$ cat src/rtl/fetch_unit.sv
// Instruction fetch front-end: owns the fetch PC, runs the imem req/ack handshake and
// buffers fetched instructions in a prefetch FIFO. Optional perf counters: FETCH_PERF_COUNTERS_EN.
module fetch_unit #(
    parameter int unsigned         WORDSIZE         = 64,
    parameter int unsigned         INSTRUCTION_SIZE = 32,
    parameter int unsigned         FIFO_DEPTH       = 4,
    parameter logic [WORDSIZE-1:0] RESET_ADDR       = '0
) (
    input  logic                        clk,
    input  logic                        rst_n,
    output logic                        im_req,
    output logic [WORDSIZE-1:0]         im_addr,
    input  logic                        im_ack,
    input  logic [INSTRUCTION_SIZE-1:0] im_instruction,
    output logic                        instr_valid,
    input  logic                        instr_ready,
    output logic [INSTRUCTION_SIZE-1:0] instr,
    output logic [WORDSIZE-1:0]         instr_pc,
    input  logic                        redirect_en,
    input  logic [WORDSIZE-1:0]         redirect_addr,
    output logic                        fetch_fault,
    output logic [31:0]                 perf_fetched,
    output logic [31:0]                 perf_flushed
);

    localparam int unsigned PTR_W = (FIFO_DEPTH > 1) ? $clog2(FIFO_DEPTH) : 1;
    localparam int unsigned CNT_W = PTR_W + 1;

    typedef enum logic [1:0] {
        S_FETCH,
        S_FULL,
        S_FAULT
    } state_t;

    state_t                      state;
    logic [WORDSIZE-1:0]         fetch_pc;
    logic [INSTRUCTION_SIZE-1:0] mem_instr [FIFO_DEPTH];
    logic [WORDSIZE-1:0]         mem_pc    [FIFO_DEPTH];
    logic [PTR_W-1:0]            head;
    logic [PTR_W-1:0]            tail;
    logic [CNT_W-1:0]            count;
    logic                        push;
    logic                        pop;

    // FAULT leaves the FIFO empty, so neither handshake can fire there
    assign push = (state == S_FETCH) && im_ack;
    assign pop  = (count != '0) && instr_ready;

    always_ff @(posedge clk) begin
        if (!rst_n) begin
            state    <= S_FETCH;
            fetch_pc <= RESET_ADDR;
            head     <= '0;
            tail     <= '0;
            count    <= '0;
            for (int i = 0; i < int'(FIFO_DEPTH); i++) begin
                mem_instr[i] <= '0;
                mem_pc[i]    <= '0;
            end
        end else if (state != S_FAULT) begin
            if (redirect_en) begin
                // Flush wins over any same-cycle push/pop
                head  <= '0;
                tail  <= '0;
                count <= '0;
                if (redirect_addr[1:0] == 2'b00) begin
                    fetch_pc <= redirect_addr;
                    state    <= S_FETCH;
                end else begin
                    state <= S_FAULT;
                end
            end else begin
                if (push) begin
                    mem_instr[tail] <= im_instruction;
                    mem_pc[tail]    <= fetch_pc;
                    tail            <= tail + PTR_W'(1);
                    fetch_pc        <= fetch_pc + WORDSIZE'(4);
                end
                if (pop) begin
                    head <= head + PTR_W'(1);
                end
                if (push && !pop) begin
                    count <= count + CNT_W'(1);
                end else if (pop && !push) begin
                    count <= count - CNT_W'(1);
                end
                if (push && !pop && (count == CNT_W'(FIFO_DEPTH - 1))) begin
                    state <= S_FULL;
                end else if ((state == S_FULL) && pop) begin
                    state <= S_FETCH;
                end
            end
        end
    end

    assign im_req      = (state == S_FETCH);
    assign im_addr     = fetch_pc;
    assign instr_valid = (count != '0);
    assign instr       = mem_instr[head];
    assign instr_pc    = mem_pc[head];
    assign fetch_fault = (state == S_FAULT);

`ifdef FETCH_PERF_COUNTERS_EN
    logic [31:0] fetched_cnt;
    logic [31:0] flushed_cnt;

    // A popped entry counts as delivered, not flushed; a dropped ack counts as flushed
    always_ff @(posedge clk) begin
        if (!rst_n) begin
            fetched_cnt <= '0;
            flushed_cnt <= '0;
        end else if (state != S_FAULT) begin
            if (redirect_en) begin
                flushed_cnt <= flushed_cnt + 32'(count) - 32'(pop) + 32'(push);
            end else if (push) begin
                fetched_cnt <= fetched_cnt + 32'd1;
            end
        end
    end

    assign perf_fetched = fetched_cnt;
    assign perf_flushed = flushed_cnt;
`else
    assign perf_fetched = '0;
    assign perf_flushed = '0;
`endif

endmodule

$ cat config.mk
export PLATFORM = sky130hd
export DESIGN_NAME = fetch_unit
export DESIGN_NICKNAME = d
export VERILOG_FILES = /design/src/rtl/fetch_unit.sv
export SDC_FILE = /design/constraint.sdc
export NUM_CORES = 1
export LEC_CHECK = 0
export ABC_AREA = 1
export CORE_MARGIN = 3
export CORE_UTILIZATION = 25
export DETAILED_ROUTE_END_ITERATION = 8
export GPL_TIMING_DRIVEN = 0
export PLACE_DENSITY = 0.47
export SLEW_MARGIN = 5
export SYNTH_ARGS = -nofsm -noshare
export SYNTH_HDL_FRONTEND = slang
export SYNTH_SLANG_ARGS = --single-unit
export TNS_END_PERCENT = 1
$ cat constraint.sdc
create_clock -name clk -period 21.8 [get_ports clk]
set_input_delay 2.18 -clock clk [delete_from_list [all_inputs] [get_ports clk]]
set_output_delay 2.18 -clock clk [all_outputs]
set_load 0.005 [all_outputs]
Word level (Yosys, flattened, before mapping)
Memories as Yosys holds them, arrays and structs flattened. A register that Yosys moved wholly into a read port is not among the register bits.
Index checks and enable logic that the tools add are counted.
{"block": "totals", "regBits": 73, "mem_bits_rw": 384, "output_inout_bits": 227, "n_memories": 2}
{"memory": "mem_pc", "depth": 4, "word_bits": 64, "rd": 1, "rd_ports_with_merged_regs": 1, "write_ports": 4, "line_no": "38", "rtl": "logic [WORDSIZE-1:0] mem_pc [FIFO_DEPTH];"}
{"memory": "mem_instr", "depth": 4, "word_bits": 32, "rd": 1, "rd_ports_with_merged_regs": 1, "write_ports": 4, "line_no": "37", "rtl": "logic [INSTRUCTION_SIZE-1:0] mem_instr [FIFO_DEPTH];"}
{"block": "op_classes", "add_sub_neg": 5, "reduce_logical": 22, "eq_ne": 5, "n_mux": 30}
{"cell": "64-bit two-way mux", "count": 4}
{"cell": "64-bit by 3-bit adder with 64-bit output, second input constant", "count": 1}
{"cell": "64-bit OR reduction", "count": 1}
{"cell": "32-bit two-way mux", "count": 1}
{"cell": "32-bit OR reduction", "count": 1}
{"cell": "2-bit two-way mux", "count": 14}
{"cell": "3-bit two-way mux", "count": 3}
{"cell": "3-bit nonzero test", "count": 3}
{"cell": "1-bit two-way mux", "count": 8}
{"cell": "2-bit AND reduction", "count": 4}
{"cell": "1-bit logical AND", "count": 6}
{"cell": "2-bit by 1-bit adder with 2-bit output, second input constant", "count": 2}
{"cell": "2-bit zero test", "count": 2}
{"cell": "2-bit nonzero test", "count": 2}
{"cell": "3-bit by 1-bit adder with 3-bit output, second input constant", "count": 1}
{"cell": "3-bit by 2-bit equality test with 1-bit output, second input constant", "count": 1}
{"cell": "3-bit AND reduction", "count": 1}
{"cell": "3-bit by 1-bit subtractor with 3-bit output, second input constant", "count": 1}
{"cell": "2-bit by 1-bit equality test with 1-bit output, second input constant", "count": 1}
{"cell": "2-bit equality test, second input constant", "count": 1}
{"cell": "1-bit zero test", "count": 2}
{"cell": "2-bit by 1-bit inequality test with 1-bit output, second input constant", "count": 1}
{"cell": "2-bit inequality test, second input constant", "count": 1}

Logic depth before layout (Yosys ltp)
Gate-level depths: netlist (run 1).
{"block": "logic_depth", "depth_word": 9, "depth_mapped": 12, "ltp_nobuf": 12}

Worst setup path after synthesis (run 1)
OpenSTA, ideal clock, no wires.
{"block": "synth_timing", "kind": "input -> register", "start": "input redirect_en", "end": "memory mem_instr[0][0], enable pin", "path_slack_ps": 11869, "setup_ps": 683, "required_ps": 21117, "path_stages": 4, "n_path_buf": 1, "arrival_time_ps": 9248, "path_cell_list": "buf_2 inv_2 nand2_2 o21ai_0"}
{"element": "start, declared", "line_no": "19", "rtl": "input logic redirect_en,"}
{"element": "end, declared", "line_no": "37"}

==> impl_metrics.env, run 1 <==
export IMPL_swShare=0.278
export IMPL_r2r_start="state[0]$_SDFFE_PN0P_"
export IMPL_antenna_found_initial=1
export IMPL_hold_buffers=0
export IMPL_holdPathEnd="im_addr[0]$_SDFFE_PN0P_"
export IMPL_cts_root_buf="clkbuf_16"
export IMPL_setup_viol=0
export IMPL_gr_total_overflow=0
export IMPL_leakage_nw=10.0
export IMPL_post_route_util=0.325
export IMPL_seq_area_sq_um=13000
export IMPL_hpwl_mm=63.3
export IMPL_die_w_microns=303
export IMPL_worstSkewPairLatency_ps=620
export IMPL_p_comb_frac=0.171
export IMPL_clk_pin_slew_worst_paths_ps=60
export IMPL_seqPwrFrac=0.458
export IMPL_slew_viol_final=0
export IMPL_yosysTopAreaCellShare=0.521
export IMPL_fin_crit_sh=0.279
export IMPL_clock_path_buffers=3
export IMPL_synth_common_cells="nor2_1 (644), edfxtp_1 (384), nand2_1 (326), o21ai_0 (253), inv_1 (143)"
export IMPL_ios=328
export IMPL_start_util=0.253
export IMPL_tightest_slew_ps=1320
export IMPL_firstDrtPassIters=5
export IMPL_ys_seq_area_frac=0.589
export IMPL_hold_class="reg2reg"
export IMPL_core_sq_um=87300
export IMPL_wl_mm=87.9
export IMPL_path_max_fanout=10
export IMPL_netlist_area_sq_um=22100
export IMPL_wl_per_cell_microns=21.6
export IMPL_cts_tree="done"
export IMPL_vias=19000
export IMPL_grt_pass1_wl_mm=126
export IMPL_die_height_microns=303
export IMPL_ctsResizeCount=0
export IMPL_dieArea_sq_um=92100
export IMPL_final_layout_size_suffix_gt1_frac=0.0843
export IMPL_ys_seq_elements=459
export IMPL_place_congestion=0.952
export IMPL_worstHoldStart="im_addr[0]$_SDFFE_PN0P_"
export IMPL_cp_required_ps=19620
export IMPL_synth_area_top_cells="edfxtp_1 (52%), nor2_1 (11%), dfxtp_1 (6.8%), o21ai_0 (5.7%), nand2_1 (5.5%)"
export IMPL_drc=0
export IMPL_grt_usage=0.186
export IMPL_post_cts_buffers=0
export IMPL_rows=108
export IMPL_synth_ff_type="edfxtp_1"
export IMPL_avgSynthCellArea_sq_um=8.92
export IMPL_power_frac_clock=0.371
export IMPL_max_freq_ghz=0.164
export IMPL_power_density_nw_per_um2=78.4
export IMPL_grt_pass1_vias=18600
export IMPL_io_buffers=262
export IMPL_multi_input_area_sq_um=7660
export IMPL_power_internal_w=0.00160
export IMPL_whs_path_depth=2
export IMPL_drt_iter0_markers=1695
export IMPL_areaGrowthSynthToFinish_pct=28.1
export IMPL_finalPower_w=0.00222
export IMPL_htree_levels=2
export IMPL_max_cap_violations=0
export IMPL_syn_inst=2480
export IMPL_synth_edf_count=384
export IMPL_rsz0062_at_grt="false"
export IMPL_yosysMostFrequentCell="nor2_1"
export IMPL_yosysWarnings=0
export IMPL_layout_nets=2976
export IMPL_crit_arrival_ps=3900
export IMPL_n_fill_cell=9307
export IMPL_holdWs_ps=482
export IMPL_r2r_cells=10
export IMPL_relSlewSlack=0.120
export IMPL_power_switching_w=0.000618
export IMPL_critical_path_class="reg2out"
export IMPL_r2r_end="mem_pc[1][55]$_SDFFCE_PN0P_"
export IMPL_clock_sinks=459
export IMPL_fin_crit_ps=6080
export IMPL_critPathLaunchType="flop"
export IMPL_synth_top_area_cell="edfxtp_1"
export IMPL_stdcell_count=4065
export IMPL_viasPerCell=4.67
export IMPL_synthDistinctLibCells=38
export IMPL_async_flop_share=0
export IMPL_fin_worst_skew_ps=45.0
export IMPL_reg2reg_slack_ps=18640
export IMPL_vdd_ir_drop_max_mv=0.0584
export IMPL_setup_tns_final_ps=0
export IMPL_grt_max_degree=41
export IMPL_post_place_cells=3974
export IMPL_detail_route_antenna_nets=0
export IMPL_status="complete, no violations"
export IMPL_critPathCaptureType="output pin"
export IMPL_hold_viol=0
export IMPL_cts_inserted_buffers=52
[area by class of cell]
cell class / instances / share of cell area
Timing Repair Buffer: 276 / 0.105
Clock inverter: 18 / 0.00393
Multi-Input combinational cell: 1719 / 0.271
Sequential cell: 459 / 0.460
Antenna cell: 2 / 0.000177
Tap cell: 1155 / 0.0510
Inverter: 152 / 0.0201
Clock buffer: 71 / 0.0499
Buffer: 213 / 0.0398
[worst max-delay path by stage]
stage	start	end	slack [ps]	cells after the start
2_1_floorplan	redirect_en	mem_instr[0][0]$_SDFFCE_PN0P_	11870	4
3_3_place_gp	im_ack	mem_instr[3][6]$_DFFE_PP_	5100	5
3_5_place_dp	flop	instr_pc[24]	16230	6
4_1_cts	flop	instr_pc[24]	15560	6
5_1_grt	flop	instr_pc[24]	15460	6
6_report	flop	instr_pc[24]	15720	6
[cell usage in the layout (no fill, tap or decap), types with 4 or more instances in the layout]
master,netlist,routed
dfxtp_1,75,75
nand4_1,19,19
nor2_1,644,644
buf_1,4,4
nand2_1,326,324
buf_16,0,8
nand3_1,59,59
edfxtp_1,384,384
clkinv_1,0,11
xor2_1,4,4
o22ai_1,96,96
clkdlybuf4s50_1,0,262
inv_1,143,143
o21ai_1,9,9
buf_2,34,34
o21ai_0,253,251
buf_12,0,6
nor2_4,6,6
nor2_2,37,37
o31ai_1,4,4
nand2_2,6,6
clkbuf_1,103,120
conb_1,1,64
nor3_1,97,97
buf_6,4,4
a21oi_1,78,78
buf_4,68,68
clkbuf_16,0,54
inv_2,9,9
[critical path, cell delays in order (launching register included)]
cell             delay (ps)
dfxtp_1                 540
inv_1                   430
clkbuf_1                550
clkbuf_1                470
o21ai_0                 170
o22ai_1                 520
clkdlybuf4s50_1         630
[cells by family (layout without fill, tap and decap cells)]
family / count (synthesis) / after routing / share of synthesized area
AO/OA/AOI/OAI: 450 / 450 / 0.109
XOR/XNOR: 4 / 4 / 0.00158
adder cells (fa/ha/maj): 2 / 2 / 0.00147
buffers and inverters: 365 / 730 / 0.0768
flip-flops: 459 / 459 / 0.589
other: 1 / 66 / 0.000170
AND/OR/NAND/NOR: 1199 / 1199 / 0.222
[power by group through the flow]
stage / Combinational (W) / Sequential (W) / Clock (W)
3_3_place_gp: 0.000377 / 0.00105 / 0
2_1_floorplan: 0.000164 / 0.00103 / 0
4_1_cts: 0.000388 / 0.00102 / 0.000839
3_5_place_dp: 0.000387 / 0.00104 / 0
6_report: 0.000380 / 0.00102 / 0.000824
5_1_grt: 0.000415 / 0.00102 / 0.000875
[sequential cells by signal, indices dropped and copies added (netlist names), named ones only]
register   cells
mem_pc       256
tail           2
head           2
state          2
mem_instr    128
im_addr       64
count          3
[routing by layer]
layer  vias up  track usage  part of all wire
li1       9054            -                 -
met1      9030        0.257              0.44
met2       789        0.302              0.46
met3       122       0.0243             0.069
met4         0       0.0612             0.031
met5         -            0                 0
[through the flow]
step | cell area (sq um) | setup slack [ps]
after floorplan | 22400 | 11870
after global placement | 26400 | 5100
after detailed placement | 26800 | 16230
after CTS | 28300 | 15560
after global routing | 28300 | 15460
final | 28300 | 15720
Power figures use the tool's default switching activity.
==> inputs of run 2 (changes only) <==
PLACE_DENSITY = 0.48   (was 0.47)
clock period = 5.45 ns   (was 21.8 ns; I/O delays follow)
==> run 2 against run 1 <==
Sequential power rose to 4.0 times the previous value. Critical path type unchanged. Cell count is 0.17% higher. First-iteration DRC count is 5.2% lower. Routed wire length fell by 0.22%. Critical path depth is the same. Register-to-register slack worse by 17000 ps. Setup slack worse by 15000 ps. Via count is 0.63% higher. Highest routed layer unchanged. Die area unchanged.
==> impl_metrics.env, run 2 (synthesis results as in run 1) <==
export IMPL_status="complete, no violations"
export IMPL_vias=19100
export IMPL_finalPower_w=0.00913
export IMPL_final_layout_size_suffix_gt1_frac=0.0881
export IMPL_cts_inserted_buffers=52
export IMPL_layout_commonest_cell="nor2_1"
export IMPL_rsz0062_at_grt="false"
export IMPL_holdWs_ps=480
export IMPL_critical_path_class="reg2out"
export IMPL_hold_viol=0
export IMPL_met2_length_mm=40.2
export IMPL_grt_max_degree=53
export IMPL_place_congestion=0.950
export IMPL_drt_iter0_markers=1607
export IMPL_most_common_layout_cells="nor2_1 (644), edfxtp_1 (384), nand2_1 (324), clkdlybuf4s50_1 (262), o21ai_0 (251)"
export IMPL_ctsResizeCount=0
export IMPL_critPathLaunchType="flop"
export IMPL_cp_required_ps=4910
export IMPL_drt_met1_wl_mm=38.8
export IMPL_areaGrowthSynthToFinish_pct=28.7
export IMPL_leakage_nw=10.1
export IMPL_antenna_found_initial=0
export IMPL_path_max_fanout=10
export IMPL_regMostFlops="mem_pc"
export IMPL_routed_wl_met3_mm=5.77
export IMPL_max_freq_ghz=0.221
export IMPL_wl_mm=87.7
export IMPL_topRoutingLayerUsed="met4"
export IMPL_gr_total_overflow=0
export IMPL_n_fill_cell=9273
export IMPL_crit_arrival_ps=3970
export IMPL_whs_path_depth=2
export IMPL_core_sq_um=87300
export IMPL_vdd_ir_drop_max_mv=0.216
export IMPL_cts_root_buf="clkbuf_16"
export IMPL_slew_viol_final=0
export IMPL_rows=108
export IMPL_drc=0
export IMPL_hold_class="reg2reg"
export IMPL_detail_route_antenna_nets=0
export IMPL_die_w_microns=303
export IMPL_post_cts_buffers=0
export IMPL_layout_nets=2975
export IMPL_setup_viol=0
export IMPL_htree_levels=2
export IMPL_clk_pin_slew_worst_paths_ps=60
export IMPL_r2r_cells=10
export IMPL_setup_tns_final_ps=0
export IMPL_grt_pass1_vias=18800
export IMPL_power_density_nw_per_um2=321
export IMPL_cts_tree="done"
export IMPL_fin_crit_sh=0.829
export IMPL_clock_path_buffers=3
export IMPL_io_buffers=262
export IMPL_relSlewSlack=0.351
export IMPL_max_cap_violations=0
export IMPL_fin_worst_skew_ps=21.9
export IMPL_firstDrtPassIters=5
export IMPL_start_util=0.253
export IMPL_dieArea_sq_um=92100
export IMPL_grt_pass1_wl_mm=126
export IMPL_grt_usage=0.186
export IMPL_clock_sinks=459
export IMPL_multi_input_area_sq_um=7660
export IMPL_largest_reg_flops=256
export IMPL_worstSkewPairLatency_ps=600
export IMPL_critPathCaptureType="output pin"
export IMPL_viasPerCell=4.69
export IMPL_tightest_slew_ps=974
export IMPL_hpwl_mm=63.4
export IMPL_hold_buffers=0
export IMPL_die_height_microns=303
export IMPL_ios=328
export IMPL_fin_crit_ps=4520
export IMPL_wl_per_cell_microns=21.5
export IMPL_seq_area_sq_um=13000
## run 2: cell count changes in the layout (fill, tap and decap cells not counted), sizes merged
| cell | previous run | this run |
|---|---|---|
| buf | 124 | 123 |
| bufinv | 1 | 5 |
| clkbuf | 174 | 169 |
| clkinv | 14 | 25 |
| diode | 2 | 1 |
| clkinvlp | 1 | 0 |
## run 2: cell type report
class | instances | share of cell area
repair buffers | 275 | 0.104
flip-flops and latches | 459 | 0.458
inverters | 152 | 0.0200
plain buffers | 213 | 0.0396
well taps | 1155 | 0.0508
clock inverters | 32 | 0.00971
multi-input cells | 1719 | 0.269
diodes | 1 | 0.0000879
clock buffers | 66 | 0.0490
## run 2: worst max-delay path: stages (launching register included)
cell             delay, ps
dfxtp_1                520
inv_1                  470
clkbuf_1               570
clkbuf_1               490
o21ai_0                170
o22ai_1                510
clkdlybuf4s50_1        630
## run 2: worst paths after layout
path	slack (ps)	to	start
worst max-delay path	930	instr_pc[35]	flop
worst min register to register	480	im_addr[0]$_SDFFE_PN0P_	im_addr[0]$_SDFFE_PN0P_
worst min-delay path	480	im_addr[0]$_SDFFE_PN0P_	im_addr[0]$_SDFFE_PN0P_
worst max register to register	1870	mem_pc[1][55]$_SDFFCE_PN0P_	state[0]$_SDFFE_PN0P_
## run 2: stage by stage
stage	instance area, sq um	utilization	setup WS [ps]	std cells
after floorplan	22400	-	-252	2543
after global placement	26400	0.303	-4680	3960
after detailed placement	26800	0.307	1170	3972
after CTS	28400	0.326	930	4070
after global routing	28500	0.326	839	4071
final	28500	0.326	930	4072
## run 2: layer usage
metal,vias to the layer above,global-route usage
met4,0,0.0622
met2,756,0.302
met5,-,0
li1,9073,-
met3,129,0.0253
met1,9157,0.257
## run 2: report_power, final
part	leakage (nW)	internal (W)	switching [W]
Sequential	4.60	0.00397	0.000101
Combinational	4.69	0.000599	0.000924
Clock	0.828	0.00204	0.00149
==> inputs of run 3 (changes only) <==
clock period = 3.98 ns   (was 5.45 ns; I/O delays follow)
==> run 3 against run 2 <==
Setup slack worse by 770 ps. Hold slack worse by 82 ps. Cell count about the same. Global-route usage down 0.068 points. First-iteration DRC count up 8.5%. Cell area about the same. Via count about the same. Critical path type unchanged. Highest routed layer unchanged.
==> impl_metrics.env, run 3 (synthesis results as in run 1) <==
export IMPL_cp_required_ps=3580
export IMPL_grt_usage=0.186
export IMPL_dpl_instance_area_sq_um=26800
export IMPL_cts_root_buf="clkbuf_16"
export IMPL_path_max_fanout=10
export IMPL_most_common_layout_cells="nor2_1 (644), edfxtp_1 (384), nand2_1 (324), clkdlybuf4s50_1 (262), o21ai_0 (251)"
export IMPL_wl_per_cell_microns=21.6
export IMPL_vdd_ir_drop_max_mv=0.333
export IMPL_die_w_microns=303
export IMPL_critPathSlowestCell="clkdlybuf4s50_1"
export IMPL_power_density_nw_per_um2=437
export IMPL_fin_crit_ps=3810
export IMPL_clock_path_buffers=3
export IMPL_drt_iter0_markers=1744
export IMPL_crit_chain="buf_2 > inv_1 > buf_2 > clkbuf_1 > o21ai_0 > o22ai_1 > clkdlybuf4s50_1"
export IMPL_status="complete, no violations"
export IMPL_slew_viol_final=0
export IMPL_fin_area_sq_um=28400
export IMPL_regMostFlops="mem_pc"
export IMPL_firstDrtPassIters=6
export IMPL_rows=108
export IMPL_layout_nets=2975
export IMPL_wl_mm=88.0
export IMPL_gr_total_overflow=0
export IMPL_rsz0062_at_grt="false"
export IMPL_relSlewSlack=0.109
export IMPL_fin_worst_skew_ps=32.8
export IMPL_max_freq_ghz=0.262
export IMPL_crit_arrival_ps=3420
export IMPL_detail_route_antenna_nets=0
export IMPL_hpwl_mm=63.1
export IMPL_reg2reg_slack_ps=800
export IMPL_cpPeakStageDelay_ps=630
export IMPL_antenna_found_initial=1
export IMPL_ios=328
export IMPL_fin_crit_sh=0.958
export IMPL_grt_max_degree=39
export IMPL_critPathLaunchType="flop"
export IMPL_hold_buffers=0
export IMPL_hold_class="in2reg"
export IMPL_setup_slack_ps=165
export IMPL_grt_pass1_vias=18500
export IMPL_final_layout_size_suffix_gt1_frac=0.0930
export IMPL_antennaDiodeCount=0
export IMPL_crit_top_cell="buf_2"
export IMPL_max_cap_violations=0
export IMPL_worstSkewPairLatency_ps=610
export IMPL_areaGrowthSynthToFinish_pct=28.6
export IMPL_viasPerCell=4.70
export IMPL_critical_path_class="reg2out"
export IMPL_leakage_nw=10.1
export IMPL_clk_pin_slew_worst_paths_ps=60
export IMPL_core_sq_um=87300
export IMPL_grt_pass1_wl_mm=126
export IMPL_hold_viol=0
export IMPL_io_buffers=262
export IMPL_cts_inserted_buffers=53
export IMPL_setup_viol=0
export IMPL_start_util=0.253
export IMPL_drc=0
export IMPL_clock_sinks=459
export IMPL_die_height_microns=303
export IMPL_cts_tree="done"
export IMPL_largest_reg_flops=256
export IMPL_place_congestion=0.958
export IMPL_vias=19100
export IMPL_critPathCaptureType="output pin"
export IMPL_pre_cts_slack_ps=273
export IMPL_layout_commonest_cell="nor2_1"
export IMPL_dieArea_sq_um=92100
export IMPL_htree_levels=2
export IMPL_tightest_slew_ps=1340
run 3: changes by cell type in the layout (fill, tap and decap cells not counted), sizes merged:
cell | previous run | this run
clkinvlp | 0 | 5
clkbuf | 169 | 171
inv | 154 | 153
diode | 1 | 0
clkinv | 25 | 21
bufinv | 5 | 2
run 3: repair_timing:
item / 4_1_cts / 5_1_grt
setup buffers: 0 / 0
endpoints found under the setup margin: 53 / 6
endpoints found under the hold margin: 0 / 0
pin swaps: 0 / 0
resized for setup: 6 / 7
run 3: power by group:
part / switching, W / internal [W] / total [W] / leakage [nW]
clock: 0.00206 / 0.00272 / 0.00478 / 0.816
combinational: 0.00127 / 0.000819 / 0.00208 / 4.70
sequential: 0.000138 / 0.00544 / 0.00558 / 4.60
total: 0.00347 / 0.00898 / 0.0124 / 10.1
run 3: critical path, delay by kind of cell (launching register included):
family	cells	cell delay, ps
buf+inv	5	1790
compound gates	2	680
flops	1	330
run 3: area by class of cell:
type                    count  area, sq um
inverters                 152          574
clock buffers              69         1470
repair buffers            275         2920
flip-flops and latches    459        13000
clock inverters            29          203
multi-input cells        1719         7670
fillers                  9330        58800
well taps                1155         1450
plain buffers             212         1130
run 3: path summary, 6_finish.rpt:
check | start | endpoint | cells past startpoint
worst max-delay path | flop | instr_pc[30] | 7
worst min-delay path | redirect_en | state[1]$_SDFFE_PN0P_ | 5
worst max register to register | state[0]$_SDFFE_PN0P_ | mem_pc[1][23]$_SDFFCE_PN0P_ | 10
worst min register to register | im_addr[0]$_SDFFE_PN0P_ | im_addr[0]$_SDFFE_PN0P_ | 2
run 3: metal layers:
layer | GRT usage | vias to the layer above | share of wire
li1 | - | 9048 | -
met1 | 0.258 | 9195 | 0.44
met2 | 0.306 | 769 | 0.47
met3 | 0.0236 | 113 | 0.070
met4 | 0.0498 | 0 | 0.025
met5 | 0 | - | 0
run 3: stage by stage:
stage | cells | TNS (ps) | utilization | hold slack (ps) | total power (W)
2_1_floorplan | 2543 | -151990 | - | 455 | 0.00655
3_3_place_gp | 3960 | -1384590 | 0.303 | 464 | 0.00779
3_5_place_dp | 3973 | 0 | 0.307 | 470 | 0.00779
4_1_cts | 4070 | 0 | 0.326 | 375 | 0.0126
5_1_grt | 4070 | 0 | 0.326 | 441 | 0.0129
6_report | 4070 | 0 | 0.326 | 398 | 0.0124
